==> src/rtl/digit_unloader_if.sv <==
// Digit serializer bus: word capture request in, digit stream out on valid/ready.
interface digit_unloader_if #(
  parameter int unsigned COUNT = 4,
  parameter int unsigned WIDTH = 4
);
  localparam int unsigned WORD_W = COUNT * WIDTH;
  localparam int unsigned IDX_W  = (COUNT > 1) ? $clog2(COUNT) : 1;

  logic              load;
  logic              dir;
  logic [WORD_W-1:0] word_in;
  logic [WIDTH-1:0]  digit_out;
  logic              digit_valid;
  logic              digit_ready;
  logic [IDX_W-1:0]  digit_idx;
  logic              last;
  logic              busy;
  logic              done;

  // Producer of words and consumer of digits
  modport master (
    output load, dir, word_in, digit_ready,
    input  digit_out, digit_valid, digit_idx, last, busy, done
  );

  // The serializer itself
  modport slave (
    input  load, dir, word_in, digit_ready,
    output digit_out, digit_valid, digit_idx, last, busy, done
  );
endinterface

==> src/rtl/digit_unloader.sv <==
// Parallel-to-digit serializer: captures a COUNT*WIDTH word and emits it one
// digit per accepted handshake, MSB-first (dir=0) or LSB-first (dir=1).
module digit_unloader #(
  parameter int unsigned COUNT = 4,
  parameter int unsigned WIDTH = 4
) (
  input logic             clk,
  input logic             reset,
  digit_unloader_if.slave bus
);
  localparam int unsigned WORD_W = COUNT * WIDTH;
  localparam int unsigned IDX_W  = (COUNT > 1) ? $clog2(COUNT) : 1;
  localparam logic [IDX_W-1:0] LAST_IDX = IDX_W'(COUNT - 1);

  typedef enum logic [0:0] {
    IDLE = 1'b0,
    SEND = 1'b1
  } state_t;

  state_t            state_q, state_d;
  logic [WORD_W-1:0] shreg_q, shreg_d;
  logic              dir_q,   dir_d;
  logic [IDX_W-1:0]  idx_q,   idx_d;
  logic              done_q,  done_d;

  logic              xfer;
  logic              is_last;

  // Handshake fires only while a digit is actually being presented
  assign xfer    = (state_q == SEND) && bus.digit_ready;
  assign is_last = (idx_q == LAST_IDX);

  // State and datapath registers, synchronous active-low reset
  always_ff @(posedge clk) begin
    if (!reset) begin
      state_q <= IDLE;
      shreg_q <= '0;
      dir_q   <= 1'b0;
      idx_q   <= '0;
      done_q  <= 1'b0;
    end else begin
      state_q <= state_d;
      shreg_q <= shreg_d;
      dir_q   <= dir_d;
      idx_q   <= idx_d;
      done_q  <= done_d;
    end
  end

  // Next-state: capture in IDLE, shift toward the emitting end on each transfer
  always_comb begin
    state_d = state_q;
    shreg_d = shreg_q;
    dir_d   = dir_q;
    idx_d   = idx_q;
    done_d  = 1'b0;

    case (state_q)
      IDLE: begin
        if (bus.load) begin
          shreg_d = bus.word_in;
          dir_d   = bus.dir;
          idx_d   = '0;
          state_d = SEND;
        end
      end

      SEND: begin
        if (xfer) begin
          if (is_last) begin
            state_d = IDLE;
            shreg_d = '0;
            idx_d   = '0;
            done_d  = 1'b1;
          end else begin
            shreg_d = dir_q ? (shreg_q >> WIDTH) : (shreg_q << WIDTH);
            idx_d   = idx_q + IDX_W'(1);
          end
        end
      end

      default: begin
        state_d = IDLE;
        shreg_d = '0;
        idx_d   = '0;
      end
    endcase
  end

  // Outputs decoded from registered state only; no path from ready/load
  always_comb begin
    bus.busy        = 1'b0;
    bus.digit_valid = 1'b0;
    bus.digit_out   = '0;
    bus.digit_idx   = idx_q;
    bus.last        = 1'b0;
    bus.done        = done_q;

    if (state_q == SEND) begin
      bus.busy        = 1'b1;
      bus.digit_valid = 1'b1;
      bus.last        = is_last;
      bus.digit_out   = dir_q ? shreg_q[WIDTH-1:0] : shreg_q[WORD_W-1 -: WIDTH];
    end
  end
endmodule
==> src/flat_wrapper.sv <==
// flat-port wrapper written by rule: the top's interface ports become plain ports
module digit_unloader_flat 
#(
  parameter int unsigned COUNT = 4,
  parameter int unsigned WIDTH = 4
)
  (clk, reset, bus_load, bus_dir, bus_word_in, bus_digit_ready, bus_digit_out, bus_digit_valid, bus_digit_idx, bus_last, bus_busy, bus_done);
  digit_unloader_if #(.COUNT(COUNT), .WIDTH(WIDTH)) bus_i ();
  input logic clk;
  input logic reset;
  input wire logic [$bits(bus_i.load)-1:0] bus_load;
  input wire logic [$bits(bus_i.dir)-1:0] bus_dir;
  input wire logic [$bits(bus_i.word_in)-1:0] bus_word_in;
  input wire logic [$bits(bus_i.digit_ready)-1:0] bus_digit_ready;
  output wire logic [$bits(bus_i.digit_out)-1:0] bus_digit_out;
  output wire logic [$bits(bus_i.digit_valid)-1:0] bus_digit_valid;
  output wire logic [$bits(bus_i.digit_idx)-1:0] bus_digit_idx;
  output wire logic [$bits(bus_i.last)-1:0] bus_last;
  output wire logic [$bits(bus_i.busy)-1:0] bus_busy;
  output wire logic [$bits(bus_i.done)-1:0] bus_done;
  assign bus_i.load = bus_load;
  assign bus_i.dir = bus_dir;
  assign bus_i.word_in = bus_word_in;
  assign bus_i.digit_ready = bus_digit_ready;
  assign bus_digit_out = bus_i.digit_out;
  assign bus_digit_valid = bus_i.digit_valid;
  assign bus_digit_idx = bus_i.digit_idx;
  assign bus_last = bus_i.last;
  assign bus_busy = bus_i.busy;
  assign bus_done = bus_i.done;
  digit_unloader #(.COUNT(COUNT), .WIDTH(WIDTH)) u_core (.clk(clk), .reset(reset), .bus(bus_i));
endmodule
==> config.mk <==
export PLATFORM = sky130hd
export DESIGN_NAME = digit_unloader_flat
export DESIGN_NICKNAME = d
export VERILOG_FILES = /design/src/rtl/digit_unloader_if.sv /design/src/rtl/digit_unloader.sv /design/src/flat_wrapper.sv
export SDC_FILE = /design/constraint.sdc
export NUM_CORES = 1
export LEC_CHECK = 0
export CAP_MARGIN = 20
export CORE_AREA = 2 2 61 63
export CTS_CLUSTER_DIAMETER = 40
export CTS_CLUSTER_SIZE = 8
export DETAILED_ROUTE_END_ITERATION = 8
export DIE_AREA = 0 0 63 65
export SLEW_MARGIN = 30
export SYNTH_ARGS = -nofsm -noshare
export SYNTH_HDL_FRONTEND = slang
export SYNTH_SLANG_ARGS = --single-unit
==> constraint.sdc <==
create_clock -name clk -period 1.72 [get_ports clk]
set_clock_uncertainty 0.1 [all_clocks]
set_input_delay 0.344 -clock clk [delete_from_list [all_inputs] [get_ports clk]]
set_output_delay 0.344 -clock clk [all_outputs]
set_load 0.01 [all_outputs]
== Word-level counts from Yosys, hierarchy flattened ==
Index checks and enable logic that the tools add are counted.

* Register bits: 21
* Bits of input ports: 21
* Output and inout port bits: 10
* Logic and storage cells: 32

* Add/subtract/negate cells: 1
* Eq/ne operators: 3
* Mux-type cells: 18
* Bitwise gates (word level): 1
* Reduce and logical (&&, ||, !) cells: 4

{| class="wikitable"
|+ Operator list
! cell !! count
|-
| 16-bit two-way mux || 4
|-
| 16-bit one-hot mux with 2 select lines || 1
|-
| 4-bit two-way mux || 2
|-
| 1-bit two-way mux || 6
|-
| 2-bit two-way mux || 3
|-
| 2-bit != test (second input constant) || 2
|-
| 2-bit one-hot mux with 2 select lines || 1
|-
| 2-bit AND reduction || 2
|-
| 3-bit AND reduction || 1
|-
| 2-bit by 1-bit adder with 2-bit output (second input constant) || 1
|-
| 2-bit equality test (second input constant) || 1
|-
| 1-bit one-hot mux with 2 select lines || 1
|-
| 1-bit logical AND || 1
|-
| 1-bit inverter || 1
|}

== Logic depth before layout (Yosys ltp) ==
Gate-level depths: netlist (run 1).

* Depth in word-level cells: 4
* Gate-level depth with buffers: 5
* Gate-level depth less buffers: 4

== Worst setup path before layout (run 1) ==
OpenSTA, ideal clock, no wires.

* Path type: reg-to-reg
* From: reg u_core.state_q
* To: reg u_core.shreg_q[11]
* Arrival: 1.247 ns
* Data required time: 1.500 ns
* Path slack: 0.253 ns
* Stages on the path, launching flop included: 5
* Clock period less this slack: 1.467 ns
* Path through: dfxtp_1 > mux2_2 > clkbuf_4 > o21ai_0 > nor2_1

* Word-level cells in the longest chain between the ends: 3
* Elaborated cells on any way between the ends: 6
* Those cells by class: eq/ne (2); mux (1); bitwise (1); reduce/logical (2)

{| class="wikitable"
|+ RTL lines
! element !! line !! text
|-
| start, declared || digit_unloader.sv:20 || <nowiki>state_t state_q, state_d;</nowiki>
|-
| start signal, assigned || digit_unloader.sv:42 || <nowiki>state_q <= state_d;</nowiki>
|-
| 1-bit logical AND or 1-bit inverter (tied branches) || digit_unloader.sv:30, digit_unloader.sv:58 ||
|-
| 2-bit != test (no line) || n/a ||
|-
| 2-bit AND reduction (no line) || n/a ||
|-
| end signal, assigned || digit_unloader.sv:43 || <nowiki>shreg_q <= shreg_d;</nowiki>
|-
| end, declared || digit_unloader.sv:21 || <nowiki>logic [WORD_W-1:0] shreg_q, shreg_d;</nowiki>
|}

Parallel ways exist; a longest one is shown, timed or not.
A chain may end at the register's enable or synchronous reset.

== Worst setup path in the final report (run 1) ==
* From: reg u_core.idx_q[0], in the netlist u_core.bus.digit_idx[0]
* To: out bus_last

* Word-level cells in the longest chain between the ends: 2

{| class="wikitable"
|+ RTL lines
! element !! line !! text
|-
| start, declared || digit_unloader.sv:23 || <nowiki>logic [IDX_W-1:0] idx_q, idx_d;</nowiki>
|-
| start signal, assigned || digit_unloader.sv:45 || <nowiki>idx_q <= idx_d;</nowiki>
|-
| 2-bit equality test || digit_unloader.sv:31 || <nowiki>assign is_last = (idx_q == LAST_IDX);</nowiki>
|-
| 1-bit two-way mux || digit_unloader.sv:99 || <nowiki>if (state_q == SEND) begin</nowiki>
|-
| end, declared || flat_wrapper.sv:18 || <nowiki>output wire logic [$bits(bus_i.last)-1:0] bus_last;</nowiki>
|}

No other way between the ends.

==> results of run 1 <==
area by class of cell:
class                           instances  area [um^2]  area share, %
Tap cell                               48         60.1           3.66
Clock buffer                            4         26.3           1.60
Multi-Input combinational cell         84          674           41.1
Timing Repair Buffer                   47          453           27.6
Sequential cell                        21          425           26.0
stage by stage:
stage | std cells | setup TNS [ns] | power [uW] | worst slack, ns
after detailed placement | 195 | -0.704 | 861 | -0.128
after floorplan | 115 | 0 | 739 | 0.253
after global routing | 204 | 0 | 1160 | 0.0105
final | 204 | 0 | 1110 | 0.0564
after CTS | 204 | 0 | 1120 | 0.000953
after global placement | 195 | -0.362 | 855 | -0.0633
worst max-delay path by stage:
stage | from | end | slack [ns]
floorplan | u_core.state_q$_SDFF_PN0_ | u_core.shreg_q[11]$_SDFFE_PN0P_ | 0.25
global placement | bus_digit_ready | u_core.shreg_q[15]$_SDFFE_PN0P_ | -0.06
detailed placement | bus_digit_ready | u_core.shreg_q[15]$_SDFFE_PN0P_ | -0.13
CTS | u_core.dir_q$_SDFFE_PN0P_ | bus_digit_out[1] | 0.001
global route | u_core.bus.digit_idx[0]$_SDFFE_PN0P_ | bus_last | 0.01
finish | u_core.bus.digit_idx[0]$_SDFFE_PN0P_ | bus_last | 0.06
critical path, stage by stage (launching register included):
cell	delay, ns
dfxtp_2	0.34
ha_1	0.20
and2_1	0.15
clkdlybuf4s15_1	0.22
routing by layer:
layer  vias to the layer above  share of wire (%)  wire length (um)
li1                        512                  -                 -
met1                       508                 45              1380
met2                        27                 49              1490
met3                         2                4.2               126
met4                         0                1.4                41
met5                         -                  0                 0
what timing repair did:
item                       in CTS  in global routing
setup buffers                   4                  0
gates resized for setup        25                  2
setup endpoints to repair      16                  2
cloned                          1                  0
flip-flops by register name (all words and copies together), names as in the netlist:
signal                cells
u_core.bus.done           1
u_core.bus.digit_idx      2
u_core.shreg_q           16
u_core.state_q            1
u_core.dir_q              1
cells in the mapped netlist (all sizes together):
master | instances | area share (%)
and2b | 1 | 0.64
and2 | 2 | 1.1
nor2 | 17 | 5.4
nand2 | 2 | 0.85
buf | 8 | 5.9
nor2b | 7 | 3.7
a221oi | 16 | 17
a32oi | 1 | 0.75
mux2 | 9 | 9.0
dfxtp | 21 | 36
mux2i | 7 | 6.3
ha | 2 | 2.1
nor3b | 1 | 1.6
a31oi | 1 | 0.53
clkbuf | 2 | 0.96
and3b | 1 | 0.75
o21ai | 17 | 7.3
power breakdown:
| group | switching (uW) | internal, uW | total [uW] |
|---|---|---|---|
| registers | 32.4 | 527 | 560 |
| logic | 131 | 172 | 303 |
| clock network | 157 | 90.5 | 248 |
cells by family after synthesis:
family                   share of synthesized area, %
flip-flops                                       35.9
buffers and inverters                            6.83
adder cells (fa/ha/maj)                          2.13
AND/OR/NAND/NOR                                  14.1
AO/OA/AOI/OAI                                    25.8
multiplexers                                     15.3
==> results.md, run 1 <==
* Reg-to-reg endpoint: u_core.shreg_q[8]$_SDFFE_PN0P_
* Fraction of layout cells with a size suffix above 1 at about a third
* Post-synthesis cell area at 0.00117 mm^2
* Outcome: finished clean
* Met2 GRT Util at a little over a quarter
* TritonRoute pass-1 iters at 4
* Largest net degree at the start of global routing at 22
* Cell Pwr Density at ~680 mW/mm^2
* Congestion Overflow GR at 0
* Slew headroom at 66.9%
* Via count at approximately 1000
* Worst R2R Path Depth at 5
* Seq/Total Area, Yosys at a little over a third
* WP data required at 1.28 ns
* Diodes inserted at 0
* Ports at 31
* Placement Rows at 22
* Setup CP Type: reg -> out
* Final setup vio count at 0
* Hold path endpoint: u_core.shreg_q[2]$_SDFFE_PN0P_
* RSZ-0062 raised after global routing: no
* Antenna violations before repair at 0
* Met1 usage at a little under a fifth
* Clk buf depth at 2
* Final hold slack at 0.463 ns
* GR Layer Usage met3 at 2.43%
* Buffers on Ports at 30
* Final count of hold timing violations at 0
* CTS Hold Bufs at 0
* CP endpoint kind: primary output
* Post-synthesis register bit count at 21
* Syn_nets at 138
* Worst skew pair latency at ~0.31 ns
* Reg2Reg Setup Slack at between 0.1 and 0.15 ns
* GRT busiest layer: met2
* DIE AREA at ~0.0041 mm^2
* Syn Area/Cell at 10.2 um^2
* Reg clk slew, reported paths at between 0.1 and 0.15 ns
* Yosys warnings at 0
* Chip width at 63 um
* Clk sinks at 21
* Hold path start: u_core.shreg_q[2]$_SDFFE_PN0P_
* Routed length per instance at 14.9 um
* Most frequent cells in the layout: clkdlybuf4s50_1 (21), o21ai_0 (17), nor2_1 (17), dfxtp_1 (17), buf_4 (14)
* ANT nets after route at 0
* Vias per cell at just over 5
* Worst R2R Start: u_core.dir_q$_SDFFE_PN0P_
* Area delta synth->final at 39.8%
* Clk root buf: clkbuf_4
* CP max FO at 2
* Initial Utilization at approximately 34%
* Core box area at 0.00350 mm^2
* Die height at ~65 um
* Iteration-0 DRC Markers at 35
* Fmax at ~600 MHz
* Worst Max-Slew Pin Slew at 0.494 ns
* Worst setup SP type: register
* Final core occ at 46.9%
* Slew Limit Fails at 0
* CTS tree: built
* Netlist cell types at 26
* First-pass GRT wire length at between 4000 and 5000 um
* DP HPWL at 2000 um
* Total GRT Usage at between 15 and 20%
* # DRC at 0
* Fill cells at 360
* Fin crit period at around 1.7 ns
* Post-route cell area at between 0.0015 and 0.002 mm^2
* Fin nets at 180
* Vias in the first global route at slightly above 1000
* RD Place Congestion at between 0.7 and 0.8
* Hold Path Class: reg -> reg
* Final period util at between 90 and 100%
* Cell count after synthesis at roughly 120
* Hold path depth at 2
* Leak at around 0.00066 uW
* CP arrival at ~1.2 ns
* Max-cap violations at 0
* IR drop worst, VDD at 247 uV
* Detailed Route WL at approximately 3000 um
* Most common cell after layout, fill and taps aside: clkdlybuf4s50_1
* H-tree depth at 1
* CTS Buf Count at 3
* DP Area at roughly 0.0016 mm^2
Power figures use the tool's default switching activity.
==> run 2, diff against run 1 <==
Settings changed: CAP_MARGIN 20 to 40.
==> results of run 2 <==
Same layout as run 1: the final DEF is identical, and so are final timing and power.
